==> src/rtl/axis_packet_capture_if.sv <==
// Signal bundle between an AXI-Stream packet source and axis_packet_capture:
// the incoming beat stream plus the per-packet metadata record output.
interface axis_packet_capture_if #(
    parameter int AXIS_WIDTH = 512
);
    logic [AXIS_WIDTH-1:0]   s_data;
    logic [AXIS_WIDTH/8-1:0] s_strb;
    logic                    s_valid;
    logic                    s_eop;
    logic                    s_ready;

    logic [15:0]             m_len;
    logic [63:0]             m_ts;
    logic [15:0]             m_idx;
    logic                    m_err;
    logic                    m_valid;
    logic                    m_ready;

    // The capture block is the slave; the stream source / scoreboard side is the master.
    modport slave (
        input  s_data, s_strb, s_valid, s_eop, m_ready,
        output s_ready, m_len, m_ts, m_idx, m_err, m_valid
    );

    modport master (
        output s_data, s_strb, s_valid, s_eop, m_ready,
        input  s_ready, m_len, m_ts, m_idx, m_err, m_valid
    );
endinterface

==> src/rtl/axis_packet_capture.sv <==
// AXI-Stream packet sink: measures per-packet byte length, arrival cycle and strobe
// legality, and queues one metadata record per packet in a first-word-fall-through FIFO.
module axis_packet_capture #(
    parameter int AXIS_WIDTH    = 512,
    parameter int META_DEPTH    = 4,
    parameter int MAX_PKT_BYTES = 65535
) (
    input  logic                 clk,
    input  logic                 rst_n,
    input  logic                 pause,
    axis_packet_capture_if.slave bus,
    output logic [15:0]          pktcount,
    output logic [31:0]          bytecount
);
    localparam int STRB_W = AXIS_WIDTH / 8;
    localparam int PC_W   = $clog2(STRB_W + 1);
    localparam int PTR_W  = $clog2(META_DEPTH);
    localparam int CNT_W  = PTR_W + 1;
    localparam logic [16:0] LEN_MAX = 17'(MAX_PKT_BYTES);
    localparam logic [16:0] LEN_CAP = 17'(MAX_PKT_BYTES + 1);

    typedef enum logic {S_IDLE, S_IN_PKT} state_e;

    typedef struct packed {
        logic [15:0] len;
        logic [63:0] ts;
        logic [15:0] idx;
        logic        err;
    } rec_t;

    state_e           state_q, state_d;
    logic [16:0]      len_q, len_d;
    logic [63:0]      ts_q, ts_d;
    logic             err_q, err_d;
    logic [63:0]      counter_q, counter_d;
    logic [15:0]      pktcount_q, pktcount_d;
    logic [31:0]      bytecount_q, bytecount_d;
    logic             s_ready_q, s_ready_d;
    logic [PTR_W-1:0] wr_ptr_q, wr_ptr_d, rd_ptr_q, rd_ptr_d;
    logic [CNT_W-1:0] count_q, count_d;
    rec_t             mem_q [META_DEPTH];
    rec_t             rec_d, head;

    logic             accept, push, pop, first, beat_err, data_unused;
    logic [PC_W-1:0]  beat_bytes;
    logic [17:0]      len_sum;
    logic [16:0]      len_acc;

    function automatic logic [PC_W-1:0] popcount(input logic [STRB_W-1:0] v);
        logic [PC_W-1:0] n;
        n = '0;
        for (int i = 0; i < STRB_W; i++) n = n + PC_W'(v[i]);
        return n;
    endfunction

    assign data_unused = ^bus.s_data;
    assign accept      = bus.s_valid & s_ready_q;
    assign pop         = (count_q != '0) & bus.m_ready;
    assign first       = (state_q == S_IDLE);
    assign beat_bytes  = popcount(bus.s_strb);
    // Legal strobes are a non-empty run of ones from bit 0, and full on non-final beats.
    assign beat_err = (bus.s_strb == '0)
                   || ((bus.s_strb & (bus.s_strb + STRB_W'(1))) != '0)
                   || (!bus.s_eop && (bus.s_strb != '1));

    // NOTE: every signal written here gets a default first, so no latch is inferred.
    always_comb begin
        state_d = state_q;
        len_d   = len_q;
        ts_d    = ts_q;
        err_d   = err_q;
        push    = 1'b0;

        // The running length saturates one past the limit so it can never wrap.
        len_sum   = 18'(first ? 17'd0 : len_q) + 18'(beat_bytes);
        len_acc   = (len_sum > 18'(LEN_CAP)) ? LEN_CAP : len_sum[16:0];
        rec_d.len = (len_acc > LEN_MAX) ? LEN_MAX[15:0] : len_acc[15:0];
        rec_d.ts  = first ? counter_q : ts_q;
        rec_d.idx = pktcount_q;
        rec_d.err = (!first && err_q) || beat_err || (len_acc > LEN_MAX);

        if (accept) begin
            len_d = len_acc;
            ts_d  = rec_d.ts;
            err_d = rec_d.err;
            if (bus.s_eop) begin
                push    = 1'b1;
                state_d = S_IDLE;
            end else begin
                state_d = S_IN_PKT;
            end
        end
    end

    always_comb begin
        counter_d   = counter_q + 64'd1;
        pktcount_d  = pktcount_q + 16'(push);
        bytecount_d = bytecount_q + (accept ? 32'(beat_bytes) : 32'd0);
        wr_ptr_d    = wr_ptr_q + PTR_W'(push);
        rd_ptr_d    = rd_ptr_q + PTR_W'(pop);
        count_d     = count_q + CNT_W'(push) - CNT_W'(pop);
        // Ready is judged on next cycle's occupancy, so an accepted eop always finds room.
        s_ready_d   = !pause && (count_d < CNT_W'(META_DEPTH));
    end

    // NOTE: flops update with non-blocking '<=' so each one samples pre-edge values.
    always_ff @(posedge clk or negedge rst_n) begin
        if (!rst_n) begin
            state_q     <= S_IDLE;
            len_q       <= '0;
            ts_q        <= '0;
            err_q       <= 1'b0;
            counter_q   <= '0;
            pktcount_q  <= '0;
            bytecount_q <= '0;
            s_ready_q   <= 1'b0;
            wr_ptr_q    <= '0;
            rd_ptr_q    <= '0;
            count_q     <= '0;
        end else begin
            state_q     <= state_d;
            len_q       <= len_d;
            ts_q        <= ts_d;
            err_q       <= err_d;
            counter_q   <= counter_d;
            pktcount_q  <= pktcount_d;
            bytecount_q <= bytecount_d;
            s_ready_q   <= s_ready_d;
            wr_ptr_q    <= wr_ptr_d;
            rd_ptr_q    <= rd_ptr_d;
            count_q     <= count_d;
        end
    end

    // NOTE: record storage has no reset; outputs are masked to zero while the FIFO is empty.
    always_ff @(posedge clk) begin
        if (push) mem_q[wr_ptr_q] <= rec_d;
    end

    assign head        = mem_q[rd_ptr_q];
    assign bus.m_valid = (count_q != '0);
    assign bus.m_len   = bus.m_valid ? head.len : '0;
    assign bus.m_ts    = bus.m_valid ? head.ts  : '0;
    assign bus.m_idx   = bus.m_valid ? head.idx : '0;
    assign bus.m_err   = bus.m_valid ? head.err : 1'b0;
    assign bus.s_ready = s_ready_q;
    assign pktcount    = pktcount_q;
    assign bytecount   = bytecount_q;
endmodule

==> src/flat_wrapper.sv <==
// flat-port wrapper written by rule: the top's interface ports become plain ports
module axis_packet_capture_flat 
#(
    parameter int AXIS_WIDTH    = 512,
    parameter int META_DEPTH    = 4,
    parameter int MAX_PKT_BYTES = 65535
)
  (clk, rst_n, pause, pktcount, bytecount, bus_s_data, bus_s_strb, bus_s_valid, bus_s_eop, bus_m_ready, bus_s_ready, bus_m_len, bus_m_ts, bus_m_idx, bus_m_err, bus_m_valid);
  axis_packet_capture_if #(.AXIS_WIDTH(AXIS_WIDTH)) bus_i ();
  input  logic clk;
  input  logic rst_n;
  input  logic pause;
  output logic [15:0] pktcount;
  output logic [31:0] bytecount;
  input wire logic [$bits(bus_i.s_data)-1:0] bus_s_data;
  input wire logic [$bits(bus_i.s_strb)-1:0] bus_s_strb;
  input wire logic [$bits(bus_i.s_valid)-1:0] bus_s_valid;
  input wire logic [$bits(bus_i.s_eop)-1:0] bus_s_eop;
  input wire logic [$bits(bus_i.m_ready)-1:0] bus_m_ready;
  output wire logic [$bits(bus_i.s_ready)-1:0] bus_s_ready;
  output wire logic [$bits(bus_i.m_len)-1:0] bus_m_len;
  output wire logic [$bits(bus_i.m_ts)-1:0] bus_m_ts;
  output wire logic [$bits(bus_i.m_idx)-1:0] bus_m_idx;
  output wire logic [$bits(bus_i.m_err)-1:0] bus_m_err;
  output wire logic [$bits(bus_i.m_valid)-1:0] bus_m_valid;
  assign bus_i.s_data = bus_s_data;
  assign bus_i.s_strb = bus_s_strb;
  assign bus_i.s_valid = bus_s_valid;
  assign bus_i.s_eop = bus_s_eop;
  assign bus_i.m_ready = bus_m_ready;
  assign bus_s_ready = bus_i.s_ready;
  assign bus_m_len = bus_i.m_len;
  assign bus_m_ts = bus_i.m_ts;
  assign bus_m_idx = bus_i.m_idx;
  assign bus_m_err = bus_i.m_err;
  assign bus_m_valid = bus_i.m_valid;
  axis_packet_capture #(.AXIS_WIDTH(AXIS_WIDTH), .META_DEPTH(META_DEPTH), .MAX_PKT_BYTES(MAX_PKT_BYTES)) u_core (.clk(clk), .rst_n(rst_n), .pause(pause), .bus(bus_i), .pktcount(pktcount), .bytecount(bytecount));
endmodule
==> config.mk <==
export PLATFORM = sky130hd
export DESIGN_NAME = axis_packet_capture_flat
export DESIGN_NICKNAME = d
export VERILOG_FILES = /design/src/rtl/axis_packet_capture_if.sv /design/src/rtl/axis_packet_capture.sv /design/src/flat_wrapper.sv
export SDC_FILE = /design/constraint.sdc
export NUM_CORES = 1
export LEC_CHECK = 0
export CAP_MARGIN = 20
export CORE_ASPECT_RATIO = 0.5
export CORE_MARGIN = 2
export CORE_UTILIZATION = 35
export DETAILED_ROUTE_END_ITERATION = 6
export MAX_ROUTING_LAYER = met4
export SLEW_MARGIN = 20
export SYNTH_ARGS = -nofsm -noshare
export SYNTH_HDL_FRONTEND = slang
export SYNTH_SLANG_ARGS = --single-unit
export TNS_END_PERCENT = 100
==> constraint.sdc <==
create_clock -name clk -period 18.7 [get_ports clk]
set_clock_uncertainty 0.15 [all_clocks]
set_input_delay 4.675 -clock clk [delete_from_list [all_inputs] [get_ports clk]]
set_output_delay 4.675 -clock clk [all_outputs]
set_load 0.005 [all_outputs]
## Yosys cells after proc, flatten, opt, wreduce, memory -nomap -nowiden

Memory sizes are Yosys's and may differ from the RTL's.
Cells that the tools add are included.

| word-level totals | value |
|---|---|
| input port bits | 582 |
| logic and storage cells | 117 |
| flip-flop bits (word level) | 203 |
| bits in writable memories | 388 |
| memories kept | 1 |
| output and inout port bits | 147 |

Memories:

| name | words | width | rd ports | clocked after Yosys merged registers in | write ports | RTL line | text |
|---|---|---|---|---|---|---|---|
| u_core.mem_q | 4 | 97 | 1 | 0 | 1 | axis_packet_capture.sv:41 | `rec_t mem_q [META_DEPTH];` |

| cells by class | value |
|---|---|
| add/subtract/negate cells | 72 |
| eq/ne operators | 1 |
| order comparisons | 3 |
| mux-type cells | 14 |
| bitwise logic cells | 3 |
| reductions and logical operators | 12 |

Operators with widths:

| operator | number |
|---|---|
| 7-bit by 1-bit adder with 7-bit output | 62 |
| 64-bit by 1-bit adder with 64-bit output, second input constant | 2 |
| 64-bit 2-to-1 mux | 2 |
| 64-bit AND | 1 |
| 64-bit zero test | 1 |
| 64-bit inequality test, second input constant | 1 |
| 64-bit nonzero test | 1 |
| 16-bit 2-to-1 mux | 3 |
| 17-bit 2-to-1 mux | 2 |
| 32-bit adder | 1 |
| 18-bit by 7-bit adder with 18-bit output | 1 |
| 18-bit by 17-bit greater-than comparator with 1-bit output, second input constant | 1 |
| 17-bit by 16-bit greater-than comparator with 1-bit output, second input constant | 1 |
| 16-bit by 1-bit adder with 16-bit output | 1 |
| 7-bit 2-to-1 mux | 1 |
| 1-bit 2-to-1 mux | 6 |
| 2-bit by 1-bit adder with 2-bit output | 2 |
| 1-bit logical OR | 4 |
| 3-bit by 1-bit adder with 3-bit output | 1 |
| 1-bit logical AND | 3 |
| 3-bit < comparator, second input constant | 1 |
| 3-bit nonzero test | 1 |
| 3-bit by 1-bit subtractor with 3-bit output | 1 |
| 1-bit by 1-bit adder with 2-bit output | 1 |
| 2 further kinds | 4 |

## Depth between registers and ports, before layout

Gate-level depths: netlist of run 1.

| depth | value |
|---|---|
| depth in word-level cells | 68 |
| depth in mapped cells | 31 |

## Worst setup path before layout of run 1

No wires, ideal clock.

| path | value |
|---|---|
| path kind | input-to-reg |
| from | in bus_s_valid |
| to | mem u_core.mem_q[1][0] (netlist name) (enable) |
| buffers on the path | 1 |
| arrival | 12.146 ns |
| setup slack | 5.713 ns |
| stages on the path | 4 |
| library setup time | 0.692 ns |
| path through | and2_1 -> clkbuf_1 -> nand2_1 -> nor3b_1 |

| between the ends | value |
|---|---|
| longest elaborated chain between the ends | 4 |

Ends and longest elaborated chain:

| element | RTL line | text |
|---|---|---|
| start, declared | flat_wrapper.sv:17 | `input wire logic [$bits(bus_i.s_valid)-1:0] bus_s_valid;` |
| 1-bit AND | axis_packet_capture.sv:57 | `assign accept = bus.s_valid & s_ready_q;` |
| 1-bit 2-to-1 mux | axis_packet_capture.sv:82 | `if (accept) begin` |
| 1-bit 2-to-1 mux | axis_packet_capture.sv:137 | `if (push) mem_q[wr_ptr_q] <= rec_d;` |
| 1-bit 2-to-1 mux (not written as such) | axis_packet_capture.sv:137 |  |
| end, declared | axis_packet_capture.sv:41 |  |

No other way between the ends.

## Worst setup path in the final report of run 1

| path | value |
|---|---|
| from | in bus_s_strb[38] |
| to | reg u_core.bytecount_q[22], in the netlist u_core.bytecount[22] |

| between the ends | value |
|---|---|
| longest elaborated chain between the ends | 28 |

Ends and longest elaborated chain:

| element | RTL line | text |
|---|---|---|
| start, declared | flat_wrapper.sv:16 | `input wire logic [$bits(bus_i.s_strb)-1:0] bus_s_strb;` |
| 7-bit by 1-bit adder with 7-bit output (26 in a row) | axis_packet_capture.sv:52 | `for (int i = 0; i < STRB_W; i++) n = n + PC_W'(v[i]);` |
| 7-bit 2-to-1 mux | axis_packet_capture.sv:98 | `bytecount_d = bytecount_q + (accept ? 32'(beat_bytes) : 32'd0);` |
| 32-bit adder | axis_packet_capture.sv:98 |  |
| via u_core.bytecount_d[22] | axis_packet_capture.sv:37 | `logic [31:0] bytecount_q, bytecount_d;` |
| end signal, assigned | axis_packet_capture.sv:127 | `bytecount_q <= bytecount_d;` |
| end, declared | axis_packet_capture.sv:37 |  |

The timed path passes the listed nets, and every way through them passes these cells.
A chain may end at the register's enable or synchronous reset.

==> results of run 1 <==
## cells in the final DEF, fill, tap and decap left out, types with 9 or more instances in the layout
master / instances
o31ai_1: 12
clkbuf_1: 10
and4_1: 10
nor2_1: 40
ha_1: 39
edfxtp_1: 388
buf_4: 19
nand4_1: 48
and2_1: 116
xnor2_1: 87
dfrtp_1: 200
nand3_1: 76
mux4_2: 97
nand2_1: 294
clkdlybuf4s50_1: 215
clkbuf_16: 53
xor2_1: 38
fa_1: 57
nor3_1: 15
bufinv_16: 9
and3_1: 20
inv_1: 127
diode_2: 10
a21oi_1: 14
o21ai_0: 39
nor4_1: 25
mux2_2: 60
## sequential cells by signal, indices dropped and copies added (netlist names), 2 cells and up
| name | flops |
|---|---|
| u_core.ts_q | 64 |
| u_core.wr_ptr_q | 2 |
| u_core.mem_q | 388 |
| u_core.counter_q | 64 |
| u_core.pktcount | 16 |
| u_core.rd_ptr_q | 2 |
| u_core.len_q | 17 |
| u_core.count_q | 3 |
| u_core.bytecount | 32 |
## per-stage QoR
stage               cells  power, mW
finish               3283       7.25
global placement     3173       6.02
global route         3283       7.84
detailed placement   3173       6.10
floorplan            1990       4.76
CTS                  3273       7.30
## how the worst max path moves through the flow
stage | cells past startpoint | startpoint | to | slack, ps
floorplan | 4 | bus_s_valid | u_core.mem_q[1][0] | 5710
global placement | 29 | bus_s_strb[38] | u_core.mem_q[0][93] | 5030
detailed placement | 29 | bus_s_strb[38] | u_core.bytecount[22] | 5060
CTS | 29 | bus_s_strb[38] | u_core.bytecount[22] | 5690
global route | 29 | bus_s_strb[38] | u_core.bytecount[30] | 5180
finish | 29 | bus_s_strb[38] | u_core.bytecount[22] | 5670
## cells in the mapped netlist, types with 21 or more instances
cell type	count
nand3_1	76
xnor2_1	87
clkbuf_1	55
and2_1	117
dfrtp_1	203
nor2_1	40
xor2_1	38
mux2_2	60
nor4_1	25
o21ai_0	39
inv_1	127
edfxtp_1	388
ha_1	39
and3_1	21
mux4_2	97
fa_1	57
nand4_1	48
nand2_1	295
## cell type report
type	count	area [µm²]
fill	7052	44800
antenna	10	25.0
inverter	127	477
multi-input combinational	1184	9840
tap	1036	1300
clock inverter	30	425
clock buffer	70	1460
sequential	591	16700
timing repair buffer	235	2310
## logic make-up (layout without fill, tap and decap cells)
| group | after synthesis | in the layout | synth area share |
|---|---|---|---|
| compound gates | 110 | 110 | 0.0257 |
| xor+xnor | 125 | 125 | 0.0400 |
| fa+ha+maj | 96 | 96 | 0.0594 |
| buf+inv | 215 | 462 | 0.0316 |
| flops | 591 | 591 | 0.611 |
| mux | 159 | 159 | 0.105 |
| other cells | 0 | 10 | 0 |
| simple gates | 694 | 694 | 0.128 |
## worst max-delay path, delay by kind of cell
family / cells / cell delay, ps
compound gates: 6 / 1750
fa+ha+maj: 10 / 4720
xor+xnor: 2 / 390
simple gates: 4 / 630
buf+inv: 7 / 1180
## power breakdown
part	leakage (nW)	total [mW]	switching (mW)	internal (mW)
clock network	0.909	1.17	0.493	0.679
logic	5.33	4.01	2.37	1.65
registers	6.15	2.07	0.117	1.95
total	12.4	7.25	2.97	4.27
## per-layer routing
| layer | vias up | track usage | wire [µm] |
|---|---|---|---|
| li1 | 7557 | - | - |
| met1 | 8408 | 0.237 | 31300 |
| met2 | 348 | 0.279 | 32800 |
| met3 | 74 | 0.0310 | 3170 |
| met4 | 0 | 0.0420 | 1360 |
| met5 | - | - | 0 |
==> flow_summary.ini, run 1 <==
[outcome]
status = complete, no violations

[grt]
grt_pass1_wl_mm = 105
grt_pass1_vias = 17000
globalRouteOverflowTotal = 0
track_usage = 0.176
antenna_found_initial = 11
grt_start_max_net_pins = 92

[hold_path]
hp-class = reg -> reg
min_to = u_core.len_q[1]
holdPathStages = 2
min_from = u_core.len_q[1]

[routing]
vias_per_cell = 4.99
wl_mm = 68.6
wl_per_cell_um = 20.9
drtPass1Iterations = 5
drtAntennaViolNets = 0
drcViolationCount = 0
vias = 16400
drt-initial-drc-count = 1023

[die]
core_um2 = 77400
die_area_um2 = 80700
die_width_um = 400
die_h_um = 202
start_util = 0.354
rows = 72
io_pins = 729

[final_layout]
synthToLayoutAreaGrowth_pct = 18.9
drive_gt1_frac = 0.127
fin_area_um2 = 32600
utilization = 0.421
layout.nets = 2870

[worst_setup_path]
reg2regPathDepth = 13
cpMaxStageDelayCell = a211oi_1
cp.required_ps = 19030
rrSetupSlack_ps = 14740
crit_top_cell = fa_1
worstReg2RegStart = u_core.bus.s_ready
path_class = in -> reg
start_kind = input pin
endpoint_kind = flip-flop
worst-endpoint-arrival_ps = 13370
max_stage_delay_ps = 860
crit_fanout = 6
rr_endpoint = u_core.bytecount[22]

[clock_tree]
path_clk_slew_ps = 60
htree_levels = 2
insertion_delay_ps = 610
cts_sinks = 591
tritoncts = yes
cts_resized = 0
cts_buffer_depth = 3
cts_setup_buffers = 0
cts_root_buffer = clkbuf_16
numCtsBuffers = 53
ctsHoldBuffers = 0

[synthesis]
syn_inst = 1990
ys_warn_count = 0
synth.top_cell.area_share = 0.425
ys.flop_type = edfxtp_1
avgSynthCellArea_um2 = 13.8
syn_area_um2 = 27400
yosysTopAreaCell = edfxtp_1
ys_ff_latch = 591
synth_seq_area_share = 0.611
ys_top_cells_by_area = edfxtp_1 43%, dfrtp_1 19%, mux4_2 8.0%
synth_edf_count = 388
syn_nets = 2668
async_flop_share = 0.343
yosysUniqueCellTypes = 61

[sta]
finalCritPeriodShare = 0.697
whs_ps = 311
timing.setup.tns_ps = 0
fmax_mhz = 76.7
hold_viol = 0
worst_pin_slew_ps = 987
finalSetupViolCount = 0
max-slew-margin-rel = 0.338
rsz0062_at_grt = no
finalWorstSetupSlack_ps = 5670
drv_slew = 0
finalCriticalPeriod_ps = 13030

[power]
leakage_nw = 12.4
ir_drop_mv = 0.341
p_per_area_nw_per_um2 = 223

[placement]
io_buffers = 216
dp_hpwl_mm = 45.6
dp_slack_ps = 5060
place_area_um2 = 30700
gp_congestion = 0.882

[job]
drv_cap = 0
Power figures use the tool's default switching activity.
==> inputs of run 2 (changes only) <==
clock period = 12.6 ns   (was 18.7 ns; I/O delays follow)
==> flow_summary.ini, run 2 (same netlist as run 1, synthesis figures left out) <==
[worst_setup_path]
cpMaxStageDelayCell = fa_1
rrSetupSlack_ps = 8770
endpoint_kind = flip-flop
max_stage_delay_ps = 570
cp.required_ps = 12930
start_kind = input pin
crit_fanout = 22
reg2regPathDepth = 10
path_class = in -> reg
worstReg2RegStart = u_core.state_q
worst-endpoint-arrival_ps = 11650
crit_top_cell = fa_1
rr_endpoint = u_core.len_q[9]

[sta]
timing.setup.tns_ps = 0
finalCriticalPeriod_ps = 11320
rsz0062_at_grt = no
max-slew-margin-rel = 0.298
drv_slew = 0
finalCritPeriodShare = 0.899
hold_viol = 0
finalSetupViolCount = 0
fmax_mhz = 88.3
worst_pin_slew_ps = 1050

[outcome]
status = complete, no violations

[final_layout]
layout_common_cells = 388 x edfxtp_1, 294 x nand2_1, 215 x clkdlybuf4s50_1
drive_gt1_frac = 0.131
synthToLayoutAreaGrowth_pct = 18.8
reg_top3 = u_core.mem_q (388), u_core.counter_q (64), u_core.ts_q (64)
fillers = 7013
largest_reg_flops = 388
layout.nets = 2882
utilization = 0.421
final_common_cell = edfxtp_1
regMostFlops = u_core.mem_q

[routing]
wl_per_cell_um = 20.7
drcViolationCount = 0
drtAntennaViolNets = 0
wl_mm = 68.4
drt-initial-drc-count = 1105
vias = 16500
vias_per_cell = 5.00
drtPass1Iterations = 7

[hold_path]
holdPathStages = 2
min_to = u_core.len_q[1]
min_from = u_core.len_q[1]
hp-class = reg -> reg

[job]
drv_cap = 0

[die]
die_h_um = 202
io_pins = 729
start_util = 0.354
core_um2 = 77400
die_width_um = 400
rows = 72
die_area_um2 = 80700

[clock_tree]
tritoncts = yes
insertion_delay_ps = 620
ctsHoldBuffers = 0
cts_buffer_depth = 3
path_clk_slew_ps = 60
cts_setup_buffers = 0
cts_root_buffer = clkbuf_16
numCtsBuffers = 52
cts_sinks = 591
htree_levels = 2
cts_resized = 0

[grt]
track_usage = 0.176
busiest_layer = met2
grt_pass1_vias = 17100
grt_pass1_wl_mm = 105
met2_usage = 0.272
grt_use_met3 = 0.0298
antenna_found_initial = 15
grt_start_max_net_pins = 82
grtUsageMet1 = 0.237
globalRouteOverflowTotal = 0

[placement]
dp_hpwl_mm = 46.0
io_buffers = 216
gp_congestion = 0.917

[power]
ir_drop_mv = 0.706
leakage_nw = 12.4
p_per_area_nw_per_um2 = 325
## run 2: cell count changes in the layout (fill, tap and decap cells not counted), moves of 2 or more
cell / change
clkinv_2: +5
diode_2: +5
clkinv_1: +2
buf_4: +13
bufinv_16: -4
clkbuf_8: -3
## run 2: worst max path at each step
stage / endpoint / cells past startpoint / slack [ps] / from
after global routing: u_core.len_q[9] / 30 / 780 / bus_s_strb[36]
after CTS: u_core.len_q[9] / 26 / 1300 / bus_s_strb[0]
after detailed placement: u_core.len_q[15] / 26 / 700 / bus_s_strb[0]
after floorplan: u_core.mem_q[1][0] / 4 / 1140 / bus_s_valid
final: u_core.len_q[9] / 26 / 1280 / bus_s_strb[1]
after global placement: u_core.len_q[9] / 26 / 770 / bus_s_strb[1]
## run 2: worst max-delay path: cells and delay by family
kind	cells	cell delay, ps
xor+xnor	1	370
buf+inv	4	990
fa+ha+maj	12	5300
compound gates	4	790
mux	1	330
simple gates	4	690
## run 2: stage by stage
stage               hold WS, ps  cell area (µm²)  power (mW)  std cells  worst slack [ps]
floorplan                   281            27400        7.06       1990              1140
global placement            293            30800        8.84       3186               772
detailed placement          305            30800        9.01       3186               702
CTS                         318            32500        10.7       3284              1300
global route                337            32500        11.5       3299               784
finish                      318            32500        10.6       3299              1280
## run 2: area by class of cell
cell class,count,area (µm²),share of cell area
multi-input cells,1184,9840,0.302
repair buffers,248,2410,0.0740
clock buffers,66,1390,0.0428
well taps,1036,1300,0.0398
inverters,127,477,0.0146
diodes,15,37.5,0.00115
flip-flops and latches,591,16700,0.514
clock inverters,32,354,0.0109
## run 2: power by group
group / internal (mW) / switching (mW) / leakage (nW) / total [mW]
registers: 2.89 / 0.186 / 6.15 / 3.08
clock network: 0.897 / 0.736 / 0.847 / 1.63
logic: 2.45 / 3.40 / 5.39 / 5.85
total: 6.25 / 4.32 / 12.4 / 10.6
## run 2: layer usage
metal  wire (µm)  part of all wire
met3        2930             0.043
met1       31100              0.46
met4        1880             0.027
met5           0                 0
met2       32400              0.47
==> inputs of run 3 (changes only) <==
CORE_ASPECT_RATIO = not set   (was 0.5)
==> flow_summary.ini, run 3 (same netlist as run 1, synthesis figures left out) <==
[outcome]
status = complete, no violations

[die]
core_um2 = 77500
die_area_um2 = 80500
start_util = 0.354
die_width_um = 284
io_pins = 729
die_h_um = 284
rows = 102

[placement]
dp_hpwl_mm = 46.0
gp_congestion = 0.869
io_buffers = 216

[sta]
finalCritPeriodShare = 0.902
hold_viol = 0
finalCriticalPeriod_ps = 11370
timing.setup.tns_ps = 0
worst_pin_slew_ps = 1000
rsz0062_at_grt = no
drv_slew = 0
whs_ps = 319
fmax_mhz = 88.0
max-slew-margin-rel = 0.331
finalSetupViolCount = 0

[worst_setup_path]
path_class = in -> reg
cpMaxStageDelayCell = fa_1
rrSetupSlack_ps = 7890
worstReg2RegStart = u_core.bus.s_ready
max_stage_delay_ps = 620
crit_top_cell = fa_1
crit_fanout = 6
start_kind = input pin
crit_family = adder cells
worst-endpoint-arrival_ps = 11740
reg2regPathDepth = 12
endpoint_kind = flip-flop
cp.required_ps = 12970
rr_endpoint = u_core.bytecount[24]
worst-path-buf-inv = 3

[final_layout]
largest_reg_flops = 388
layout.nets = 2883
regMostFlops = u_core.mem_q
fillers = 7121
drive_gt1_frac = 0.135
reg_top3 = u_core.mem_q (388), u_core.counter_q (64), u_core.ts_q (64)
synthToLayoutAreaGrowth_pct = 19.9
layout_common_cells = 388 x edfxtp_1, 294 x nand2_1, 215 x clkdlybuf4s50_1
final_common_cell = edfxtp_1

[routing]
vias = 16600
vias_per_cell = 5.03
drt-initial-drc-count = 1038
drcViolationCount = 0
wl_mm = 68.3
wl_per_cell_um = 20.7
drtPass1Iterations = 5
drtAntennaViolNets = 0

[grt]
busiest_layer = met2
grtUsageMet1 = 0.218
antenna_found_initial = 0
grt_start_max_net_pins = 100
grt_pass1_wl_mm = 106
track_usage = 0.175
globalRouteOverflowTotal = 0
grt_pass1_vias = 17800
grt_use_met3 = 0.0340
met2_usage = 0.297

[power]
switching_share = 0.396
ir_drop_mv = 0.786
clkPwrFrac = 0.174
p_per_area_nw_per_um2 = 326
comb_power_share = 0.540
internal-power_mw = 6.47
power_switching_mw = 4.25
leakage_nw = 12.6
power_frac_seq = 0.286

[clock_tree]
tritoncts = yes
cts_setup_buffers = 0
ctsHoldBuffers = 0
insertion_delay_ps = 640
path_clk_slew_ps = 60
numCtsBuffers = 60
cts_sinks = 591
cts_buffer_depth = 3
cts_root_buffer = clkbuf_16
htree_levels = 2
cts_resized = 0

[hold_path]
holdPathStages = 2
min_to = u_core.ts_q[58]
hp-class = reg -> reg
min_from = u_core.ts_q[58]

[job]
drv_cap = 0
## run 3: cell count changes in the layout (fill, tap and decap cells not counted), sizes merged
| cell | delta |
|---|---|
| clkinvlp | -2 |
| buf | -7 |
| inv | -1 |
| diode | -14 |
| bufinv | +2 |
| clkbuf | +14 |
| clkinv | +3 |
## run 3: how the worst max path moves through the flow
stage | startpoint | to | slack [ps] | cells after the start
floorplan | bus_s_valid | u_core.mem_q[1][0] | 1140 | 4
global placement | bus_s_strb[38] | u_core.len_q[8] | 730 | 30
detailed placement | bus_s_strb[1] | u_core.bytecount[24] | 620 | 25
CTS | bus_s_strb[1] | u_core.bytecount[24] | 1270 | 25
global route | bus_s_strb[1] | u_core.len_q[8] | 730 | 30
finish | bus_s_strb[1] | u_core.len_q[8] | 1230 | 26
## run 3: final cells by class
| type | instances | area (µm²) | share of cell area |
|---|---|---|---|
| Antenna cell | 1 | 2.50 | 0.0000762 |
| Timing Repair Buffer | 241 | 2350 | 0.0717 |
| Multi-Input combinational cell | 1184 | 9840 | 0.300 |
| Clock buffer | 80 | 1710 | 0.0521 |
| Sequential cell | 591 | 16700 | 0.510 |
| Inverter | 127 | 477 | 0.0145 |
| Clock inverter | 34 | 415 | 0.0126 |
| Tap cell | 1040 | 1300 | 0.0396 |
## run 3: worst min-delay path: cells and delay by family (launching register included)
family           cells  cell delay [ps]
flip-flops           1              340
AND/OR/NAND/NOR      2              100
## run 3: stage by stage
step / instances / setup WS [ps] / utilization / total power [mW] / cell area [µm²]
after floorplan: 1990 / 1140 / - / 7.06 / 27400
after global placement: 3183 / 731 / 0.397 / 8.74 / 30700
after detailed placement: 3183 / 625 / 0.397 / 8.94 / 30700
after CTS: 3297 / 1270 / 0.424 / 10.8 / 32800
after global routing: 3297 / 735 / 0.424 / 11.6 / 32800
final: 3298 / 1230 / 0.424 / 10.7 / 32800
## run 3: power groups by stage
stage / sequential, mW / combinational, mW / clock [mW]
floorplan: 2.99 / 4.07 / 0
global placement: 3.10 / 5.64 / 0
detailed placement: 3.12 / 5.82 / 0
CTS: 3.08 / 5.86 / 1.90
global route: 3.10 / 6.56 / 1.98
finish: 3.07 / 5.79 / 1.86
## run 3: per-layer routing
metal  up-vias  share of wire
met4         0          0.018
met5         -              0
met2       393           0.50
met3        73          0.054
met1      8541           0.43
li1       7578              -
